===== src/rtl/music_sequencer.sv =====
// Beat sequencer for a song held in an external ROM: walks beat indices at a
// selectable tempo and registers the addressed tone for the note generator.
module music_sequencer #(
    parameter int TONE_W    = 32,
    parameter int BEAT_W    = 8,
    parameter int SONG_LEN  = 118,
    parameter int BEAT_DIV  = 12500000,
    parameter int MUTE_TONE = 20000
) (
    input  logic              clk,
    input  logic              rst_n,
    input  logic              start,
    input  logic              pause,
    input  logic              stop,
    input  logic              loop_en,
    input  logic [1:0]        tempo_sel,
    output logic [BEAT_W-1:0] rom_addr,
    input  logic [TONE_W-1:0] rom_tone,
    output logic [TONE_W-1:0] tone,
    output logic [BEAT_W-1:0] beat_num,
    output logic              playing,
    output logic              song_done
);

    // Divider must reach 2*BEAT_DIV-1 at half speed.
    localparam int DIV_W = $clog2(2 * BEAT_DIV + 1);

    localparam logic [DIV_W-1:0]  LAST_NORM = DIV_W'(BEAT_DIV - 1);
    localparam logic [DIV_W-1:0]  LAST_HALF = DIV_W'(2 * BEAT_DIV - 1);
    localparam logic [DIV_W-1:0]  LAST_DBL  = DIV_W'(BEAT_DIV / 2 - 1);
    localparam logic [BEAT_W-1:0] LAST_BEAT = BEAT_W'(SONG_LEN - 1);
    localparam logic [TONE_W-1:0] MUTE      = TONE_W'(MUTE_TONE);

    typedef enum logic [1:0] {
        IDLE  = 2'd0,
        PLAY  = 2'd1,
        PAUSE = 2'd2
    } state_t;

    state_t             state, state_nxt;
    logic [DIV_W-1:0]   divider, divider_nxt;
    logic [DIV_W-1:0]   divider_last;
    logic [BEAT_W-1:0]  beat_nxt;
    logic [TONE_W-1:0]  tone_nxt;
    logic               done_nxt;

    assign rom_addr = beat_num;
    assign playing  = (state == PLAY);

    always_comb begin
        case (tempo_sel)
            2'b01:   divider_last = LAST_HALF;
            2'b10:   divider_last = LAST_DBL;
            default: divider_last = LAST_NORM;
        endcase
    end

    // NOTE: every output of this block gets a default first so no path can infer a latch.
    always_comb begin
        state_nxt   = state;
        beat_nxt    = beat_num;
        divider_nxt = divider;
        tone_nxt    = MUTE;
        done_nxt    = 1'b0;

        case (state)
            IDLE: begin
                beat_nxt    = '0;
                divider_nxt = '0;
                if (start && !stop)
                    state_nxt = PLAY;
            end
            PLAY: begin
                if (stop) begin
                    state_nxt   = IDLE;
                    beat_nxt    = '0;
                    divider_nxt = '0;
                end else if (start) begin
                    beat_nxt    = '0;
                    divider_nxt = '0;
                    tone_nxt    = rom_tone;
                end else if (pause) begin
                    state_nxt = PAUSE;
                end else begin
                    tone_nxt = rom_tone;
                    // >= rather than == so a tempo switch to a shorter beat never overshoots.
                    if (divider >= divider_last) begin
                        divider_nxt = '0;
                        if (beat_num == LAST_BEAT) begin
                            done_nxt = 1'b1;
                            beat_nxt = '0;
                            if (!loop_en) begin
                                state_nxt = IDLE;
                                tone_nxt  = MUTE;
                            end
                        end else begin
                            beat_nxt = beat_num + BEAT_W'(1);
                        end
                    end else begin
                        divider_nxt = divider + DIV_W'(1);
                    end
                end
            end
            PAUSE: begin
                if (stop) begin
                    state_nxt   = IDLE;
                    beat_nxt    = '0;
                    divider_nxt = '0;
                end else if (start) begin
                    state_nxt = PLAY;
                end
            end
            default: begin
                state_nxt   = IDLE;
                beat_nxt    = '0;
                divider_nxt = '0;
            end
        endcase
    end

    // NOTE: sequential state uses non-blocking assignments so all registers update together.
    always_ff @(posedge clk or negedge rst_n) begin
        if (!rst_n) begin
            state     <= IDLE;
            divider   <= '0;
            beat_num  <= '0;
            tone      <= MUTE;
            song_done <= 1'b0;
        end else begin
            state     <= state_nxt;
            divider   <= divider_nxt;
            beat_num  <= beat_nxt;
            tone      <= tone_nxt;
            song_done <= done_nxt;
        end
    end

endmodule


===== config.mk =====
export PLATFORM = sky130hd
export DESIGN_NAME = music_sequencer
export DESIGN_NICKNAME = d
export VERILOG_FILES = /design/src/rtl/music_sequencer.sv
export SDC_FILE = /design/constraint.sdc
export NUM_CORES = 1
export LEC_CHECK = 0
export BUFFER_PORTS_ARGS = -buffer_cell sky130_fd_sc_hd__clkbuf_2
export CAP_MARGIN = 0
export CORE_MARGIN = 3
export CORE_UTILIZATION = 30
export CTS_BUF_LIST = sky130_fd_sc_hd__clkbuf_4 sky130_fd_sc_hd__clkbuf_8
export CTS_CLUSTER_DIAMETER = 120
export DETAILED_ROUTE_END_ITERATION = 10
export GPL_TIMING_DRIVEN = 0
export SLEW_MARGIN = 30
export SYNTH_ARGS = -nofsm -noshare
export SYNTH_HDL_FRONTEND = slang
export SYNTH_SLANG_ARGS = --single-unit

===== constraint.sdc =====
create_clock -name clk -period 3.7 [get_ports clk]
set_clock_uncertainty 0.15 [all_clocks]
set_input_delay 0 -clock clk [delete_from_list [all_inputs] [get_ports clk]]
set_output_delay 0 -clock clk [all_outputs]
set_load 0.005 [all_outputs]

* Word level (Yosys, flattened, before mapping)
Index checks and enable logic that the tools add are counted.
** Storage, ports and cells
- Flip-flop bits (word level) :: 68
- Input port bits :: 40
- Logic and storage cells :: 65
** Operators by class
- Equality and inequality tests :: 14
- $add $sub $neg :: 2
- Magnitude comparators :: 1
- Reductions and logical operators :: 6
- Multiplexer cells :: 37
** Operators by type and width (count)
- $mux W32 :: 7
- $mux W25 :: 5
- $pmux W25 S2 :: 2
- $mux W8 :: 6
- $add A25 B1 Y25 const B :: 1
- $ge A25 B25 Y1 :: 1
- $mux W2 :: 9
- $pmux W8 S2 :: 1
- $ne A4 B3 Y1 const B :: 3
- $add A8 B1 Y8 const B :: 1
- $eq A8 B7 Y1 const B :: 1
- $ne A4 B4 Y1 const B :: 2
- $mux W1 :: 6
- $ne A3 B3 Y1 const B :: 2
- $pmux W2 S3 :: 1
- $reduce_and A6 Y1 :: 1
- $eq A2 B1 Y1 const B :: 2
- $eq A2 B2 Y1 const B :: 2
- $ne A2 B2 Y1 const B :: 2
- $reduce_and A3 Y1 :: 1
- $logic_not A2 Y1 :: 1
- $reduce_and A2 Y1 :: 1
- $logic_and A1 B1 Y1 :: 1
- $logic_not A1 Y1 :: 1

* Depth between registers and ports, before layout
Gate-level depths: netlist (run 1).
- Depth in word-level cells :: 8
- Mapped depth :: 12

* Worst setup path before layout (run 1)
No wires, ideal clock.
- Path type :: register -> register
- Start point :: register divider[5]
- End point :: register divider[21]
- Cell stages (with the launch flop) :: 9
- Required time :: 3449 ps
- Library setup time :: 101 ps
- Data arrival time :: 2187 ps
- Period minus slack after synthesis :: 2438 ps
- Setup slack :: 1262 ps
- Cells stage by stage :: dfrtp_1 ha_1 or4_1 a31oi_1 o21ai_1 a221oi_4 o211ai_2 buf_4 o311ai_2
** Between the ends
- Longest elaborated chain between the ends :: 6
** RTL lines
- from (decl) :: RTL line 41 : logic [DIV_W-1:0] divider, divider_nxt;
- from (signal assigned) :: RTL line 131 : divider <= divider_nxt;
- $add A25 B1 Y25 or $ge A25 B25 Y1 (tied branches) :: RTL line 100, 87
- $mux W25 (*) :: RTL line 87 : if (divider >= divider_last) begin
- $mux W25 (*) :: RTL line 82 : end else if (pause) begin
- $mux W25 (*) :: RTL line 78 : end else if (start) begin
- $mux W25 (*) :: RTL line 74 : if (stop) begin
- $pmux W25 S2 (*) :: RTL line 66 : case (state)
Mark *: on every way between the ends. The rest lies on a longest branch, timed or not. The select of a mux whose other input is x is not followed.
A chain may end at the register's enable or synchronous reset.

* Worst setup path after layout (run 1)
- Start point :: register divider[0]
- End point :: register state[0]
** Between the ends
- Longest elaborated chain between the ends :: 3
** RTL lines
- $ge A25 B25 Y1 :: RTL line 87
- $ne A4 B3 Y1 (no source line)
- $reduce_and A6 Y1 (no source line)
- to (signal assigned) :: RTL line 130 : state <= state_nxt;
- to (decl) :: RTL line 40 : state_t state, state_nxt;
No other way between the ends.

==> flow_metrics.tcl, run 1 <==
set metrics [dict create \
    cts_buffer_depth 2 \
    clk_latency_ns 0.35 \
    async_flop_share_pct 100 \
    timing.rr.start "divider[0]$_DFFE_PN0P_" \
    synthXorXnorAreaFrac_pct 2.66 \
    rsz0062_at_grt "false" \
    numPortBuffers 89 \
    ios 90 \
    synth_edf_count 0 \
    yosys.area.top_type_share_pct 43.6 \
    numPlacedInstances 599 \
    relSlewSlack_pct 60.0 \
    holdWs_ns 0.0531 \
    final_area_sq_mm 0.00491 \
    synth_cell_types 58 \
    critical_path_arrival_ns 3.29 \
    min_period_ns 3.16 \
    status "finished clean" \
    antenna_found_initial 0 \
    overflow 0 \
    required_ns 3.84 \
    nNetsFinal 560 \
    grt_pass1_vias 3381 \
    worstSetupStartpointType "flop" \
    synth_fa_ha_area_share_pct 4.15 \
    p_total_mw 1.64 \
    synthTopCellsByArea "dfrtp_1 (44%), and2_1 (5.0%), ha_1 (4.1%), dfstp_2 (3.6%), nand2_1 (3.4%)" \
    pre_cts_ws_ns 0.768 \
    synth_area_leader_cell "dfrtp_1" \
    muxShareOfSynthArea_pct 0.553 \
    vias_per_cell 5.00 \
    grt_pass1_wl_microns 16400 \
    fp-row-count 39 \
    nFillCells 1148 \
    ys_seq_elements 68 \
    wl_per_cell_microns 14.7 \
    p_per_area_mw_per_mm2 335 \
    p_leak_nw 2.34 \
    crit_path_end_kind "flop" \
    routed_wl_microns 9640 \
    finalSetupTns_ns 0 \
    die_x_microns 116 \
    vdd_ir_drop_max_v 0.000193 \
    post-route-period-util_pct 85.3 \
    die_y_microns 116 \
    htreeDepth 3 \
    synth_cells 366 \
    diodes 0 \
    clock.fmax_mhz 317 \
    dp_hpwl_microns 6670 \
    cp-startpoint "divider[0]$_DFFE_PN0P_" \
    synthFlopType "dfrtp_1" \
    setup_viol 0 \
    ant_nets 0 \
    syn-cell-area_sq_mm 0.00362 \
    syn_avg_cell_area_sq_um 9.89 \
    hold_viol 0 \
    final_cells 656 \
    clk_pin_slew_worst_paths_ns 0.08 \
    initialDrtViolationCount 121 \
    maxCapViolations 0 \
    start_util_pct 31.2 \
    final_util_pct 42.3 \
    synthTopCellsByCount "dfrtp_1 (63), nand2_1 (33), and2_1 (29)" \
    cts.sinks 68 \
    drcViolationCount 0 \
    vias 3278 \
    synth_compound_gate_area_share_pct 16.6 \
    drive_gt1_share_pct 27.5 \
    cts-root-buf "clkbuf_8" \
    holdCritPathClass "primary input to async pin" \
    worst_slew_pin_slew_ns 0.600 \
    core_sq_mm 0.0116 \
    synth_most_common_cell "dfrtp_1" \
    crit_type "flop to flop" \
    cts-resized-gates 0 \
    area_growth_pct 35.6 \
    layout_setup_ws_ns 0.545 \
    cts_tree "yes" \
    synthSimpleGateAreaFrac_pct 24.0 \
    routabilityCongestion 0.810 \
    drtPass1Iterations 4 \
    grt_max_degree 46 \
    cts_made_buffers 9 \
    slew_viol_final 0 \
    synth_nets 418 \
    synth_top_family_by_area "simple AND/OR/NAND/NOR gates" \
    synth_seq_area_share_pct 47.2 \
    place_area_sq_mm 0.00427 \
    cp_max_fo 7 \
    ys_warn_count 0 \
    track_usage_pct 15.3 \
    fp.dieArea_sq_mm 0.0134 \
]
worst max-delay path, cell delays in order, from the launching register on:
cell and delay [ns]:
dfrtp_1 0.43, ha_1 0.24, and3_1 0.19, buf_1 0.17, a31oi_1 0.19, o21ai_1 0.12, a221oi_4 0.44, o21ai_2 0.14
nor4b_1 0.17, a2111oi_1 0.26, dlygate4sd3_1 0.60
state kept, by name (all words and copies together), names as in the netlist:
signal and count:
state 2, song_done 1, beat_num 8, tone 32, divider 25
where the power goes:
part	switching [mW]	internal, mW
Clock	0.334	0.392
Sequential	0.00558	0.755
Combinational	0.0787	0.0790
kinds of logic (layout without fill, tap and decap cells):
family,count (synthesis),after routing
AOI/OAI and AO/OA,83,83
muxes,2,2
DFF,68,68
and+or+nand+nor,155,155
xor gates and xnor gates,11,11
adders and majority gates,12,12
buffers and inverters,35,182
final cells by class:
type | count | area (sq um) | share of cell area (%)
timing repair buffer | 131 | 881 | 17.9
sequential | 68 | 1710 | 34.8
buffer | 23 | 129 | 2.62
multi-input combinational | 263 | 1740 | 35.4
inverter | 12 | 45.0 | 0.917
clock inverter | 7 | 106 | 2.17
tap | 143 | 179 | 3.64
clock buffer | 9 | 124 | 2.52
placed cells by master, fill, tap and decap left out, types with 8 or more instances in the layout:
cell type,count
clkbuf_2,88
dfrtp_1,63
dlygate4sd3_1,40
nand2_1,33
and2_1,29
nand3_1,24
a21oi_1,22
nor2_1,13
inv_1,12
ha_1,12
o21ai_1,11
o21ai_0,10
or3_1,9
buf_4,9
clkbuf_8,9
buf_2,8
and3_1,8
nand2b_1,8
final timing paths:
path	to	slack (ns)	depth (start not counted)
max	state[0]$_DFFE_PN0P_	0.54	10
max reg2reg	state[0]$_DFFE_PN0P_	0.54	10
max in group asynchronous	tone[22]$_DFF_PN0_	2.87	3
min in group clk	tone[11]$_DFF_PN1_	0.21	5
min	tone[10]$_DFF_PN1_	0.05	2
min reg2reg	divider[1]$_DFFE_PN0P_	0.40	2
routing by layer:
layer / wire [microns] / GRT usage [%]
met1: 4300 / 20.1
met2: 4550 / 24.6
met3: 617 / 3.92
met4: 180 / 5.41
met5: 0 / 0
what timing repair did:
| item | 4_1_cts | 5_1_grt |
|---|---|---|
| endpoints found under the hold margin | 101 | 0 |
| setup buffers | 0 | 0 |
| hold buffers | 41 | 0 |
No activity file was read; power rests on OpenSTA's default activity.
==> run 2: changes to the inputs <==
clock period = 3.1 ns   (was 3.7 ns; I/O delays follow)
==> flow_metrics.tcl, run 2 (synthesis results as in run 1) <==
set metrics [dict create \
    status "finished clean" \
    ant_nets 0 \
    final_common_cell "clkbuf_2" \
    max_stage_delay_ns 0.56 \
    final_area_sq_mm 0.00494 \
    die_x_microns 116 \
    rsz0062_at_grt "false" \
    track_usage_pct 15.3 \
    ios 90 \
    crit_chain "ha_1 -> or4_1 -> a31oi_1 -> o21ai_1 -> a221oi_4 -> o21ai_2 -> a21oi_4 -> nand2b_1 -> dlygate4sd3_1" \
    cts-root-buf "clkbuf_8" \
    grt_max_degree 46 \
    vdd_ir_drop_max_v 0.000231 \
    cp_max_fo 6 \
    maxCapViolations 0 \
    start_util_pct 31.2 \
    worst_slew_pin_slew_ns 0.611 \
    crit_path_end_kind "flop" \
    worstSetupStartpointType "flop" \
    cts_buffer_depth 2 \
    fp.dieArea_sq_mm 0.0134 \
    multiInputGateArea_sq_mm 0.00175 \
    grt_pass1_wl_microns 16400 \
    core_sq_mm 0.0116 \
    hold_viol 0 \
    diodes 0 \
    reg_top3 "tone x32, divider x25, beat_num x8" \
    clk_pin_slew_worst_paths_ns 0.08 \
    wl_per_cell_microns 14.7 \
    final_cell_mix "clkbuf_2 (88), dfrtp_1 (63), dlygate4sd3_1 (40)" \
    htreeDepth 3 \
    drtPass1Iterations 4 \
    place_area_sq_mm 0.00427 \
    drcViolationCount 0 \
    initialDrtViolationCount 136 \
    grt_pass1_vias 3402 \
    setup_viol 0 \
    cts_made_buffers 9 \
    finalSetupTns_ns 0 \
    r2r-end "tone[5]$_DFF_PN1_" \
    drive_gt1_share_pct 28.0 \
    post-route-period-util_pct 95.5 \
    min_period_ns 2.96 \
    pre_cts_ws_ns 0.168 \
    clock.fmax_mhz 338 \
    cts_tree "yes" \
    largest_reg_flops 32 \
    seqCellArea_sq_mm 0.00171 \
    overflow 0 \
    largest-register "tone" \
    die_y_microns 116 \
    final_util_pct 42.5 \
    slowest_stage "dlygate4sd3_1" \
    antenna_found_initial 0 \
    routabilityCongestion 0.810 \
    layout_setup_ws_ns 0.138 \
    holdCritPathClass "primary input to async pin" \
    holdWs_ns 0.0488 \
    slew_viol_final 0 \
    routed_wl_microns 9700 \
    p_per_area_mw_per_mm2 398 \
    ff2ff_path_depth 9 \
    relSlewSlack_pct 59.3 \
    vias 3301 \
    ff2ff_setup_slack_ns 0.14 \
    cts.sinks 68 \
    fp-row-count 39 \
    crit_type "flop to flop" \
    area_growth_pct 36.4 \
    timing.rr.start "divider[5]$_DFFE_PN0P_" \
    critical_path_arrival_ns 3.09 \
    dp_hpwl_microns 6670 \
    required_ns 3.23 \
    vias_per_cell 5.02 \
    clk_latency_ns 0.36 \
    nNetsFinal 562 \
    numPortBuffers 89 \
    nFillCells 1147 \
    p_leak_nw 2.36 \
]
## run 2: stage by stage
stage / instances / total power [mW]
floorplan: 366 / 0.991
global placement: 598 / 1.06
detailed placement: 599 / 1.07
CTS: 656 / 1.98
global route: 658 / 2.04
finish: 658 / 1.96
## run 2: how the worst max path moves through the flow
stage / end / startpoint / cells after the start / slack, ns
after CTS: tone[9]$_DFF_PN1_ / divider[0]$_DFFE_PN0P_ / 10 / 0.04
after detailed placement: divider[17]$_DFFE_PN0P_ / tempo_sel[1] / 13 / 0.17
after global placement: tone[25]$_DFF_PN0_ / tempo_sel[1] / 13 / 0.24
after floorplan: divider[21]$_DFFE_PN0P_ / divider[5]$_DFFE_PN0P_ / 8 / 0.66
after global routing: tone[5]$_DFF_PN1_ / divider[5]$_DFFE_PN0P_ / 9 / 0.01
final: tone[5]$_DFF_PN1_ / divider[5]$_DFFE_PN0P_ / 9 / 0.14
## run 2: layout make-up
cell class,count,area share [%]
Inverter,12,0.913
Buffer,22,2.53
Clock buffer,9,2.51
Sequential cell,68,34.6
Clock inverter,7,2.15
Timing Repair Buffer,134,18.3
Tap cell,143,3.62
Multi-Input combinational cell,263,35.4
## run 2: timing repair
action / in CTS / in global routing
hold endpoints to repair: 101 / 0
setup buffers: 0 / 3
hold buffers: 41 / 0
endpoints found under the setup margin: 0 / 2
gates resized for setup: 0 / 1
## run 2: routing by layer
layer / GRT usage, % / up-vias / routed length, microns
met5: 0 / - / 0
met4: 5.41 / 0 / 184
met3: 3.92 / 13 / 610
met2: 24.8 / 107 / 4600
met1: 20.0 / 1595 / 4310
li1: - / 1586 / -
## run 2: report_power, final
group	leakage, nW	internal (mW)	switching, mW
logic	1.31	0.0944	0.0945
registers	0.926	0.901	0.00673
clock network	0.116	0.467	0.401
total	2.36	1.46	0.502
## run 2: critical path: cells and delay by family (launching register included)
family	cells	cell delay, ns
AOI/OAI and AO/OA	5	1.03
adders and majority gates	1	0.22
buffers and inverters	1	0.56
DFF	1	0.44
and+or+nand+nor	2	0.47
